[src/rtl/alu_array_pkg.sv]
// Shared opcode encoding and slice helpers for the multi-channel ALU array.
package alu_array_pkg;

    localparam int OPW = 3;

    typedef enum logic [OPW-1:0] {
        OP_ADD = 3'd0,
        OP_SUB = 3'd1,
        OP_AND = 3'd2,
        OP_OR  = 3'd3,
        OP_XOR = 3'd4,
        OP_NOT = 3'd5,
        OP_SHL = 3'd6,
        OP_ACC = 3'd7
    } op_e;

    function automatic int unsigned sliceLo(input int unsigned idx, input int unsigned width);
        return idx * width;
    endfunction

endpackage

[src/rtl/alu_lane.sv]
// One ALU channel: opcode decode, optional saturation, carry/borrow and its private accumulator.
module alu_lane
    import alu_array_pkg::*;
#(
    parameter int W   = 4,
    parameter bit SAT = 1'b0
) (
    input  logic           clock_i,
    input  logic           resetb_i,
    input  logic [W-1:0]   a_i,
    input  logic [W-1:0]   b_i,
    input  logic [OPW-1:0] op_i,
    input  logic           accClr_i,
    input  logic           load_i,
    output logic [W:0]     res_o,
    output logic           carry_o
);

    logic [W:0]   sumAB;
    logic [W:0]   diffAB;
    logic [W:0]   accSum;
    logic [W-1:0] accBase;
    logic [W-1:0] accNext;
    logic [W-1:0] acc_q;
    logic [W-1:0] acc_d;

    always_comb begin
        sumAB   = {1'b0, a_i} + {1'b0, b_i};
        diffAB  = {1'b0, a_i} - {1'b0, b_i};
        accBase = accClr_i ? '0 : acc_q;
        accSum  = {1'b0, accBase} + {1'b0, a_i};
        res_o   = '0;
        carry_o = 1'b0;
        accNext = accClr_i ? '0 : acc_q;
        case (op_e'(op_i))
            OP_ADD: begin
                carry_o = sumAB[W];
                res_o   = {sumAB[W], (SAT && sumAB[W]) ? {W{1'b1}} : sumAB[W-1:0]};
            end
            // The top bit of the widened difference is exactly the a<b borrow.
            OP_SUB: begin
                carry_o = diffAB[W];
                res_o   = {diffAB[W], (SAT && diffAB[W]) ? {W{1'b0}} : diffAB[W-1:0]};
            end
            OP_AND: res_o = {1'b0, a_i & b_i};
            OP_OR:  res_o = {1'b0, a_i | b_i};
            OP_XOR: res_o = {1'b0, a_i ^ b_i};
            OP_NOT: res_o = {1'b0, ~a_i};
            OP_SHL: res_o = {a_i, 1'b0};
            OP_ACC: begin
                carry_o = accSum[W];
                res_o   = {accSum[W], (SAT && accSum[W]) ? {W{1'b1}} : accSum[W-1:0]};
                accNext = res_o[W-1:0];
            end
            default: res_o = '0;
        endcase
        acc_d = load_i ? accNext : acc_q;
    end

    always_ff @(posedge clock_i or negedge resetb_i) begin
        if (!resetb_i) begin
            acc_q <= '0;
        end else begin
            acc_q <= acc_d;
        end
    end

endmodule

[src/rtl/alu_array_pipe.sv]
// NCH-channel ALU array behind a 2-stage valid/ready pipeline with sticky per-channel overflow.
module alu_array_pipe
    import alu_array_pkg::*;
#(
    parameter int NCH = 2,
    parameter int W   = 4,
    parameter bit SAT = 1'b0
) (
    input  logic                 clock,
    input  logic                 resetb,
    input  logic                 in_valid,
    output logic                 in_ready,
    input  logic [NCH*W-1:0]     a,
    input  logic [NCH*W-1:0]     b,
    input  logic [NCH*OPW-1:0]   op,
    input  logic                 acc_clr,
    output logic                 out_valid,
    input  logic                 out_ready,
    output logic [NCH*(W+1)-1:0] result,
    output logic [NCH-1:0]       zero,
    output logic [NCH-1:0]       ovf,
    input  logic                 ovf_clr
);

    logic                 s1Valid_q;
    logic [NCH*W-1:0]     s1A_q;
    logic [NCH*W-1:0]     s1B_q;
    logic [NCH*OPW-1:0]   s1Op_q;
    logic                 s1Clr_q;
    logic                 outValid_q;
    logic [NCH*(W+1)-1:0] result_q;
    logic [NCH-1:0]       zero_q;
    logic [NCH-1:0]       ovf_q;
    logic [NCH-1:0]       ovf_d;

    logic                 en1;
    logic                 en2;
    logic                 accept;
    logic                 xfer;
    logic [NCH*(W+1)-1:0] laneRes;
    logic [NCH-1:0]       laneCarry;
    logic [NCH-1:0]       laneZero;

    assign en2      = !outValid_q || out_ready;
    assign en1      = !s1Valid_q || en2;
    assign accept   = in_valid && en1;
    assign xfer     = s1Valid_q && en2;
    assign in_ready = en1;

    for (genvar i = 0; i < NCH; i++) begin : g_lane
        localparam int unsigned LO_D = sliceLo(i, W);
        localparam int unsigned LO_O = sliceLo(i, OPW);
        localparam int unsigned LO_R = sliceLo(i, W + 1);

        alu_lane #(.W(W), .SAT(SAT)) u_lane (
            .clock_i  (clock),
            .resetb_i (resetb),
            .a_i      (s1A_q[LO_D +: W]),
            .b_i      (s1B_q[LO_D +: W]),
            .op_i     (s1Op_q[LO_O +: OPW]),
            .accClr_i (s1Clr_q),
            .load_i   (xfer),
            .res_o    (laneRes[LO_R +: W+1]),
            .carry_o  (laneCarry[i])
        );

        assign laneZero[i] = (laneRes[LO_R +: W] == '0);
    end

    // A flag-setting event outranks a coincident clear so no overflow is ever missed.
    always_comb begin
        ovf_d = (ovf_q & ~{NCH{ovf_clr}}) | (laneCarry & {NCH{xfer}});
    end

    always_ff @(posedge clock or negedge resetb) begin
        if (!resetb) begin
            s1Valid_q  <= 1'b0;
            s1A_q      <= '0;
            s1B_q      <= '0;
            s1Op_q     <= '0;
            s1Clr_q    <= 1'b0;
            outValid_q <= 1'b0;
            result_q   <= '0;
            zero_q     <= '0;
            ovf_q      <= '0;
        end else begin
            if (en1) begin
                s1Valid_q <= in_valid;
            end
            if (accept) begin
                s1A_q   <= a;
                s1B_q   <= b;
                s1Op_q  <= op;
                s1Clr_q <= acc_clr;
            end
            if (en2) begin
                outValid_q <= s1Valid_q;
            end
            if (xfer) begin
                result_q <= laneRes;
                zero_q   <= laneZero;
            end
            ovf_q <= ovf_d;
        end
    end

    assign out_valid = outValid_q;
    assign result    = result_q;
    assign zero      = zero_q;
    assign ovf       = ovf_q;

endmodule

[config.mk]
export PLATFORM = sky130hd
export DESIGN_NAME = alu_array_pipe
export DESIGN_NICKNAME = d
export VERILOG_FILES = /design/src/rtl/alu_array_pkg.sv /design/src/rtl/alu_lane.sv /design/src/rtl/alu_array_pipe.sv
export SDC_FILE = /design/constraint.sdc
export NUM_CORES = 1
export LEC_CHECK = 0
export CORE_MARGIN = 4
export CORE_UTILIZATION = 56
export CTS_CLUSTER_DIAMETER = 150
export DETAILED_ROUTE_END_ITERATION = 10
export HOLD_SLACK_MARGIN = 0.08
export PLACE_DENSITY_LB_ADDON = 0.15
export SLEW_MARGIN = 25
export SYNTH_ARGS = -nofsm -noshare
export SYNTH_HDL_FRONTEND = slang
export SYNTH_SLANG_ARGS = --single-unit
export TNS_END_PERCENT = 30
[constraint.sdc]
create_clock -name clock -period 3.3 [get_ports clock]
set_clock_uncertainty 0.2 [all_clocks]
set_input_delay 0.66 -clock clock [delete_from_list [all_inputs] [get_ports clock]]
set_output_delay 0.66 -clock clock [all_outputs]
set_load 0.05 [all_outputs]
==> results of run 1 <==
==> logic make-up (layout without fill, tap and decap cells) <==
group	Yosys count	after routing	share of synthesized area [%]
DFF	47	47	35.2
and+or+nand+nor	81	81	12.9
xor gates and xnor gates	7	7	1.83
AOI/OAI and AO/OA	87	87	18.6
buffers and inverters	43	79	5.27
muxes	30	30	10.7
adders and majority gates	38	38	15.6
==> cell type report <==
cell class | instances | area, um2 | share of cell area (%)
Multi-Input combinational cell | 243 | 1990 | 50.9
Sequential cell | 47 | 1180 | 30.0
Timing Repair Buffer | 46 | 448 | 11.4
Inverter | 25 | 93.8 | 2.40
Tap cell | 72 | 90.1 | 2.30
Clock buffer | 5 | 68.8 | 1.76
Clock inverter | 3 | 46.3 | 1.18
==> how the worst max path moves through the flow <==
stage          startpoint       to  slack (ns)  cells past startpoint
2_1_floorplan     s1Clr_q  zero[0]        0.82                      8
3_3_place_gp      s1Clr_q  zero[0]        0.74                      8
3_5_place_dp      s1Clr_q  zero[0]        0.67                      7
4_1_cts           s1Clr_q  zero[0]        0.63                      7
5_1_grt           s1Clr_q  zero[0]        0.45                      7
6_report          s1Clr_q  zero[0]        0.63                      7
==> per-stage QoR <==
step	worst slack (ns)	cell area (um2)
after global routing	0.448	3920
final	0.629	3920
after floorplan	0.816	3350
after CTS	0.634	3920
after detailed placement	0.667	3800
after global placement	0.736	3800
==> per-layer routing <==
layer,part of all wire [%],wire (um),track usage [%]
met1,47,3500,31.4
met2,45,3370,33.4
met3,6.8,504,4.66
met4,0.74,55,4.46
met5,0,0,0
==> placed cells by master (no fill, tap or decap), types with 3 or more instances in the layout <==
cell / count
a211oi_1: 6
a21o_1: 8
a21oi_1: 13
a22oi_1: 3
a31oi_1: 3
a32o_1: 6
and3_1: 6
buf_4: 5
clkbuf_8: 5
clkdlybuf4s50_1: 41
dfrtp_1: 47
fa_1: 6
ha_1: 32
inv_1: 24
mux2_2: 26
nand2_1: 21
nand2b_1: 7
nand3_1: 5
nor2_1: 14
nor2b_1: 11
nor3_1: 4
nor3b_1: 3
o21ai_0: 19
o21bai_1: 3
xnor2_1: 5
==> critical path: stages, from the launching register on <==
cell and delay [ns]:
dfrtp_1 0.51, nor2b_1 0.27, ha_1 0.27, and3_1 0.18, or3_1 0.37, a311o_1 0.37, a31oi_1 0.24, a32o_1 0.19
==> power groups by stage <==
stage | registers (uW) | clock network, uW | logic, uW
floorplan | 973 | 0 | 593
global placement | 845 | 0 | 1010
detailed placement | 852 | 0 | 1030
CTS | 842 | 441 | 1040
global route | 867 | 470 | 1130
finish | 843 | 431 | 1030
==> state kept, by name, summed over array words and instances (netlist names) <==
name and cells:
ovf 2, result 10, s1Valid_q 1, s1A_q 8
out_valid 1, zero 2, s1B_q 8, g_lane.u_lane.acc_q 8
s1Clr_q 1, s1Op_q 6
==> summary.txt, run 1 <==
Run status
  • Status: completed

STA
  • Worst slew pin tran: 0.746 ns
  • Final hold vios: 0
  • Rel. slew slack: 50.3%
  • Setup violation total in the final timing report: 0
  • Fmax: 0.374 GHz
  • RSZ-0062 raised after global routing: false
  • Final Cycle Share: 80.9%
  • Pins Over Slew Limit: 0
  • Setup_tns: 0 ns
  • Minimum clock period: 2.67 ns
  • Hold_ws: 0.159 ns

Worst setup path
  • Critical Path Sink Type: flop
  • Critical path peak fanout: 11
  • RR Endpoint: zero[0]
  • R2r startpoint: s1Clr_q
  • Data required time of the worst path: 3.33 ns
  • Critical Path Source Type: flop
  • R2R cell count: 7
  • Crit path DAT: 2.71 ns
  • Kind of critical path: reg -> reg
  • R2r setup slk: 0.63 ns

Place
  • Number of port buffers: 43
  • Placed insts: 433
  • GP Congestion: 0.922
  • Hpwl dp: 5.70 mm

Power
  • Internal power: 1370 uW
  • Comb power frac: 44.8%
  • Net switching power: 934 uW
  • Worst IR Drop VDD: 0.394 mV
  • Sw Share: 40.5%
  • Pwr Density: 589 nW/um2
  • Total Power: 2310 uW
  • Clock Power Share: 18.7%
  • Pleak: 0.00177 uW
  • Seq pwr share: 36.5%

Yosys
  • Share of the synthesized area in the top cell type: 35.2%
  • Dominant synthesized flop cell: dfrtp_1
  • Dominant cells by area after synthesis: dfrtp_1, ha_1, mux2_2
  • Syn nets: 399
  • Sequential-to-total area share from yosys stat: 35.2%
  • Leading area contributor after synthesis: dfrtp_1
  • Synthesized area: 3350 um2
  • Synthesized area per cell: 10.0 um2
  • Post-synth EDFFs: 0
  • Post-Synthesis Cells: 333
  • Post-synth top cells: dfrtp_1, ha_1, mux2_2, inv_1, nand2_1
  • Synth async-reset ratio: 100%
  • Yosys Warn Count: 0
  • FF+latch count, synth: 47
  • Count leader, synth: dfrtp_1
  • Post-synth cell types: 56

Route
  • Routed vias/inst: 6.00
  • Routed Antenna Nets: 0
  • Post-Route WL: 7.43 mm
  • Iter 0 DRT Violations: 286
  • Detailed-route via count: 2644
  • Routed len/inst: 16.9 um
  • DRC Markers: 0
  • Pre-antenna DRT Iters: 4

Clock tree
  • H-tree levels: 2
  • Post-CTS Setup Repair Bufs: 0
  • Root buf cell: clkbuf_8
  • # resized after CTS: 0
  • Clock buffer depth: 2
  • Hold_buf cts: 0
  • Clk_lat worst skew: 0.30 ns
  • Cts bufs inserted: 5
  • CTS tree: built
  • Clock Sinks: 47
  • Clock slew at reported path FFs: 0.09 ns

Die
  • Core Region: 5640 um2
  • Ports: 44
  • Die width: 85.3 um
  • Full die area: 7280 um2
  • Die span in y: 85.3 um
  • Site Rows: 27
  • Initial core utilization: 59.3%

Layout
  • Layout cells sized above 1: 12.7%
  • Syn-to-layout area delta: 17.1%
  • Post-Route Utilization: 69.4%
  • Layout net count: 434
  • Fill count: 436
  • Ant. Diodes: 0
  • Finished Layout Cells: 441

Global routing
  • GRT Overall Usage: 21.7%
  • Largest net degree at the start of global routing: 48
  • Initial antenna violation count: 0
  • Vias in the first global route: 2727
  • GR Overflow Total: 0
  • Global-route wire length before repair: 13.0 mm

Hold path
  • Worst min-delay path category: in -> async

Flow run
  • MaxCap Viol Count: 0
(Power assumes the default switching activity.)
==> run 2: changes to the inputs <==
==> constraint.sdc (replaced) <==
create_clock -name clock -period 2.6 [get_ports clock]
set_clock_uncertainty 0.2 [all_clocks]
set_input_delay 0.52 -clock clock [delete_from_list [all_inputs] [get_ports clock]]
set_output_delay 0.52 -clock clock [all_outputs]
set_load 0.05 [all_outputs]
==> run 2 against run 1 <==
- first-iteration DRC count increased by 2.8%
- combinational power increased by 38%
- non-clock buffer count increased by 17
- sequential power increased by 23%
- utilization increased by 3.4 points
- flip-flop and latch count unchanged
- via count increased by 3.8%
- count of clock-buffer cells in the layout unchanged
- power increased by 34%
- critical path type unchanged
==> summary.txt, run 2 (synthesis results as in run 1) <==
Clock tree
  • Root buf cell: clkbuf_8
  • CTS tree: built
  • Clock buffer depth: 2 (unchanged)
  • Clk_lat worst skew: 0.30 ns (about the same)
  • H-tree levels: 2 (unchanged)
  • Cts bufs inserted: 5 (unchanged)
  • Clock slew at reported path FFs: 0.10 ns (about the same)
  • Clock Sinks: 47 (unchanged)
  • Hold_buf cts: 0 (unchanged)

STA
  • Pins Over Slew Limit: 0 (unchanged)
  • Final Cycle Share: 95.6% (+15 points)
  • Hold_ws: 0.0875 ns (-0.0713 ns)
  • Setup_tns: 0 ns (unchanged)
  • Worst slew pin tran: 0.760 ns (+0.0141 ns)
  • RSZ-0062 raised after global routing: true
  • Fmax: 0.402 GHz (+7.5%)
  • Final hold vios: 0 (unchanged)
  • Minimum clock period: 2.48 ns (-0.186 ns)
  • Rel. slew slack: 49.3% (-0.94 points)
  • Setup violation total in the final timing report: 0 (unchanged)

Global routing
  • Largest net degree at the start of global routing: 48 (unchanged)
  • Initial antenna violation count: 0 (unchanged)
  • GRT Overall Usage: 21.4% (-0.22 points)
  • GR Overflow Total: 0 (unchanged)
  • Vias in the first global route: 2606 (-4.4%)
  • Global-route wire length before repair: 12.7 mm (-1.8%)

Layout
  • Ant. Diodes: 0 (unchanged)
  • Layout cells sized above 1: 18.1% (+5.4 points)
  • Syn-to-layout area delta: 22.7%
  • Finished Layout Cells: 458 (+3.9%)
  • Most common cell after layout, fill and taps aside: dfrtp_1
  • Layout net count: 451 (+3.9%)
  • Max reg flops: 10 (unchanged)
  • Fill count: 418 (-4.1%)
  • Most frequent cells in the layout: dfrtp_1, clkdlybuf4s50_1, ha_1, mux2_2, inv_1
  • Post-Route Utilization: 72.8% (+3.4 points)

Die
  • Die width: 85.3 um (unchanged)
  • Core Region: 5640 um2 (unchanged)
  • Initial core utilization: 59.3% (unchanged)
  • Die span in y: 85.3 um (unchanged)
  • Full die area: 7280 um2 (unchanged)
  • Site Rows: 27 (unchanged)
  • Ports: 44 (unchanged)

Power
  • Worst IR Drop VDD: 0.502 mV (+28%)
  • Pwr Density: 754 nW/um2 (+28%)
  • Pleak: 0.00187 uW (+5.5%)

Worst setup path
  • RR Endpoint: zero[0]
  • R2r setup slk: 0.12 ns (-0.51 ns)
  • R2r startpoint: s1Clr_q
  • Critical path's largest stage delay: 0.46 ns (-0.05 ns)
  • Crit path DAT: 2.53 ns (-0.18 ns)
  • Data required time of the worst path: 2.65 ns (-0.68 ns)
  • Critical Path Sink Type: flop
  • R2R cell count: 7 (unchanged)
  • Worst path cell trace: nor2b_1 -> ha_1 -> and3_1 -> or3_1 -> a311o_1 -> a31oi_2 -> a32o_1
  • Critical Path Source Type: flop
  • Crit path max-delay cell type: dfrtp_2
  • Kind of critical path: reg -> reg
  • Critical path peak fanout: 7 (-4)

Flow run
  • MaxCap Viol Count: 0 (unchanged)

Run status
  • Status: completed

Route
  • Detailed-route via count: 2745 (+3.8%)
  • Routed len/inst: 16.5 um (-2.0%)
  • Post-Route WL: 7.56 mm (+1.8%)
  • DRC Markers: 0 (unchanged)
  • Iter 0 DRT Violations: 294 (+2.8%)
  • Routed Antenna Nets: 0 (unchanged)
  • Pre-antenna DRT Iters: 5 (+1)
  • Routed vias/inst: 5.99 (about the same)

Place
  • GP Congestion: 0.889 (-3.6%)
  • Hpwl dp: 5.87 mm (+2.9%)
  • Number of port buffers: 43 (unchanged)
  • Placed insts: 448 (+3.5%)

Hold path
  • Worst min-delay path category: in -> async
[run 2: changes by cell type in the layout (fill, tap and decap cells not counted), moves of 2 or more]
cell / before / now
buf_4: 5 / 19
buf_12: 0 / 2
fa_1: 6 / 4
fa_2: 0 / 2
[run 2: repair_timing]
action | CTS | global route
buffers inserted | 0 | 2
resized for setup | 0 | 6
setup endpoints to repair | 0 | 4
[run 2: worst max path at each step]
stage / start / to / slack, ns / cells past startpoint
after detailed placement: s1B_q[4] / result[9] / 0.10 / 8
after floorplan: s1Clr_q / zero[0] / 0.12 / 8
final: s1Clr_q / zero[0] / 0.12 / 7
after CTS: s1B_q[4] / result[9] / 0.08 / 8
after global routing: s1A_q[4] / zero[1] / -0.02 / 7
after global placement: s1Clr_q / zero[0] / 0.16 / 7
[run 2: final cells by class]
cell class	count	area [um2]	area share, %
clock buffers	5	68.8	1.68
clock inverters	3	67.6	1.65
inverters	25	93.8	2.29
multi-input cells	243	2010	49.0
flip-flops and latches	47	1180	28.7
well taps	72	90.1	2.19
repair buffers	63	598	14.6
[run 2: per-layer routing]
| metal | wire length (um) | part of all wire, % | GRT usage, % |
|---|---|---|---|
| met1 | 3710 | 49 | 32.7 |
| met2 | 3260 | 43 | 31.6 |
| met3 | 487 | 6.4 | 3.30 |
| met4 | 112 | 1.5 | 5.47 |
| met5 | 0 | 0 | 0 |
[run 2: critical path, delay by kind of cell (launching register included)]
| kind | cells | cell delay [ns] |
|---|---|---|
| AOI/OAI and AO/OA | 3 | 0.78 |
| and+or+nand+nor | 3 | 0.72 |
| DFF | 1 | 0.46 |
| adders and majority gates | 1 | 0.26 |
[run 2: report_power, final]
part	internal [uW]	switching (uW)
clock network	383	252
registers	877	165
logic	635	785
total	1900	1200
[run 2: through the flow]
| stage | power [uW] | cell area (um2) | setup WS [ns] |
|---|---|---|---|
| after detailed placement | 2450 | 3940 | 0.101 |
| after CTS | 3090 | 4070 | 0.0802 |
| after global routing | 3290 | 4110 | -0.0208 |
| after floorplan | 1990 | 3350 | 0.116 |
| after global placement | 2400 | 3940 | 0.160 |
| final | 3100 | 4110 | 0.115 |
==> run 3: changes to the inputs <==
--- a/config.mk
+++ b/config.mk
@@ -5,6 +5,7 @@
 export SDC_FILE = /design/constraint.sdc
 export NUM_CORES = 1
 export LEC_CHECK = 0
+export ABC_AREA = 1
 export CORE_MARGIN = 4
 export CORE_UTILIZATION = 56
 export CTS_CLUSTER_DIAMETER = 150
==> run 3 against run 2 <==
- critical path depth increased by 4
- via count increased by 14%
- maximum frequency increased by 7.8%
- utilization decreased by 5.1 points
- flip-flop and latch count unchanged
- non-clock buffer count decreased by 14
- register-to-register slack improved by 0.18 ns
- largest cell class unchanged
- largest power group unchanged
==> summary.txt, run 3 <==
Clock tree
  • Hold_buf cts: 0 (unchanged)
  • Clock buffer depth: 2 (unchanged)
  • H-tree levels: 2 (unchanged)
  • # resized after CTS: 0 (unchanged)
  • Clock Sinks: 47 (unchanged)
  • Clock slew at reported path FFs: 0.09 ns (about the same)
  • Cts bufs inserted: 5 (unchanged)
  • CTS tree: built
  • Clk_lat worst skew: 0.30 ns (about the same)
  • Root buf cell: clkbuf_8
  • Post-CTS Setup Repair Bufs: 0 (unchanged)

Yosys
  • Synth async-reset ratio: 100% (unchanged)
  • Post-synth EDFFs: 0 (unchanged)
  • Leading area contributor after synthesis: dfrtp_1
  • Count leader, synth: nand2_1
  • Synthesized area per cell: 7.57 um2 (-25%)
  • Syn nets: 530 (+33%)
  • Synthesized area: 3510 um2 (+5.0%)
  • Yosys Warn Count: 0 (unchanged)
  • Dominant synthesized flop cell: dfrtp_1
  • Sequential-to-total area share from yosys stat: 33.5% (-1.7 points)
  • Dominant cells by area after synthesis: dfrtp_1, ha_1, nand2_1
  • Post-synth top cells: nand2_1, nor2_1, inv_1, dfrtp_1, a21oi_1
  • Share of the synthesized area in the top cell type: 33.5% (-1.7 points)
  • Post-Synthesis Cells: 464 (+39%)
  • Post-synth cell types: 37 (-34%)
  • FF+latch count, synth: 47 (unchanged)

Worst setup path
  • Critical Path Source Type: flop
  • Critical Path Sink Type: flop
  • Data required time of the worst path: 2.59 ns (-0.06 ns)
  • Crit path DAT: 2.29 ns (-0.24 ns)
  • Critical path peak fanout: 9 (+2)
  • Kind of critical path: reg -> reg

Place
  • Hpwl dp: 6.26 mm (+6.7%)
  • Number of port buffers: 43 (unchanged)
  • GP Congestion: 0.922 (+3.8%)

STA
  • Final Cycle Share: 88.6% (-6.9 points)
  • Worst slew pin tran: 0.703 ns (-0.0571 ns)
  • Minimum clock period: 2.30 ns (-0.180 ns)
  • Hold_ws: 0.0573 ns (-0.0302 ns)
  • Fmax: 0.434 GHz (+7.8%)
  • Setup_tns: 0 ns (unchanged)
  • Pins Over Slew Limit: 0 (unchanged)
  • Setup violation total in the final timing report: 0 (unchanged)
  • RSZ-0062 raised after global routing: false
  • Rel. slew slack: 53.2% (+3.8 points)
  • Final hold vios: 0 (unchanged)

Layout
  • Max reg flops: 10 (unchanged)
  • Layout net count: 569 (+26%)
  • Ant. Diodes: 0 (unchanged)
  • Layout cells sized above 1: 8.53% (-9.6 points)
  • Most common cell after layout, fill and taps aside: nand2_1
  • Syn-to-layout area delta: 15.4%
  • Fill count: 523 (+25%)
  • Most frequent cells in the layout: nand2_1, nor2_1, inv_1, dfrtp_1
  • Reg area: 1180 um2 (-0.11%)
  • Multi-input gate area: 1960 um2 (-2.5%)
  • Post-Route Utilization: 67.7% (-5.1 points)

Global routing
  • GR Overflow Total: 0 (unchanged)
  • Vias in the first global route: 3017 (+16%)
  • GRT Overall Usage: 22.7% (+1.2 points)
  • Initial antenna violation count: 0 (unchanged)
  • Global-route wire length before repair: 13.8 mm (+8.7%)
  • Largest net degree at the start of global routing: 45 (-6.3%)

Power
  • Internal power: 1750 uW (-7.6%)
  • Sw Share: 47.3% (+8.5 points)
  • Total Power: 3330 uW (+7.4%)
  • Seq pwr share: 33.8% (+0.2 points)
  • Clock Power Share: 13.1% (-7.4 points)
  • Pleak: 0.00207 uW (+11%)
  • Comb power frac: 53.1% (+7.2 points)
  • Net switching power: 1570 uW (+31%)
  • Worst IR Drop VDD: 0.528 mV (+5.1%)
  • Pwr Density: 820 nW/um2 (+8.8%)

Die
  • Die span in y: 87.2 um (+2.2%)
  • Core Region: 5990 um2 (+6.2%)
  • Initial core utilization: 58.6% (-0.66 points)
  • Ports: 44 (unchanged)
  • Full die area: 7600 um2 (+4.5%)
  • Site Rows: 28 (+3.7%)
  • Die width: 87.2 um (+2.2%)

Route
  • Routed vias/inst: 5.42 (-9.6%)
  • DRC Markers: 0 (unchanged)
  • Routed Antenna Nets: 0 (unchanged)
  • Post-Route WL: 8.01 mm (+5.9%)
  • Detailed-route via count: 3136 (+14%)
  • Pre-antenna DRT Iters: 5 (unchanged)
  • Routed len/inst: 13.8 um (-16%)
  • Iter 0 DRT Violations: 176 (-40%)

Run status
  • Status: completed

Hold path
  • Worst min-delay path category: in -> async

Flow run
  • MaxCap Viol Count: 0 (unchanged)
run 3: cell count changes in the layout (fill, tap and decap cells not counted), sizes merged, moves of 7 or more:
cell	delta
a21o	-9
a21oi	+28
buf	-14
inv	+38
mux2	-25
nand2	+66
nand2b	-7
nand3	+29
nand4	+16
nor2	+65
nor2b	-12
run 3: layout make-up:
type                       instances  share of cell area (%)
sequential                        47                    29.0
multi-input combinational        336                    48.4
clock buffer                       6                    1.79
clock inverter                     2                   0.309
timing repair buffer              49                    12.2
tap                               75                    2.31
inverter                          64                    6.05
run 3: stage by stage:
stage	setup slack, ns	cell area (um2)	instances
global route	0.0712	4050	579
finish	0.295	4050	579
floorplan	0.342	3510	464
detailed placement	0.340	3970	571
global placement	0.417	3970	571
CTS	0.304	4050	579
run 3: cells by family (layout without fill, tap and decap cells):
logic type | Yosys count | after routing | share of synthesized area [%]
simple gates | 222 | 222 | 28.6
flops | 47 | 47 | 33.5
mux | 1 | 1 | 0.320
buf+inv | 81 | 121 | 10.7
fa+ha+maj | 38 | 38 | 14.8
xor+xnor | 1 | 1 | 0.249
compound gates | 74 | 74 | 11.8
run 3: worst max-delay path, stage by stage (launching register included):
cell,delay (ns)
dfrtp_1,0.51
nor2_1,0.12
ha_1,0.24
fa_1,0.40
nand2_1,0.08
inv_1,0.05
nor2_1,0.08
nor2_1,0.04
o21ai_0,0.13
nand3_1,0.11
o21ai_0,0.16
nand2_1,0.08
run 3: path summary, 6_finish.rpt:
kind	from	to	slack [ns]	cells after the start
max	s1Clr_q	result[4]	0.30	11
min	resetb	zero[1]	0.06	1
min in group clock	zero[0]	zero[0]	0.29	2
max in group asynchronous	resetb	s1A_q[2]	1.53	2
min reg2reg	zero[0]	zero[0]	0.29	2
max reg2reg	s1Clr_q	result[4]	0.30	11
run 3: power groups by stage:
stage / clock network (uW) / logic, uW / registers (uW)
5_1_grt: 476 / 1970 / 1150
4_1_cts: 443 / 1770 / 1120
2_1_floorplan: 0 / 990 / 1410
3_3_place_gp: 0 / 1720 / 1130
6_report: 437 / 1770 / 1120
3_5_place_dp: 0 / 1760 / 1140
run 3: routing by layer:
layer | track usage [%] | up-vias | routed length (um)
met4 | 6.14 | 0 | 100
li1 | - | 1581 | -
met1 | 33.1 | 1420 | 3920
met2 | 35.1 | 123 | 3420
met5 | 0 | - | 0
met3 | 3.60 | 12 | 570
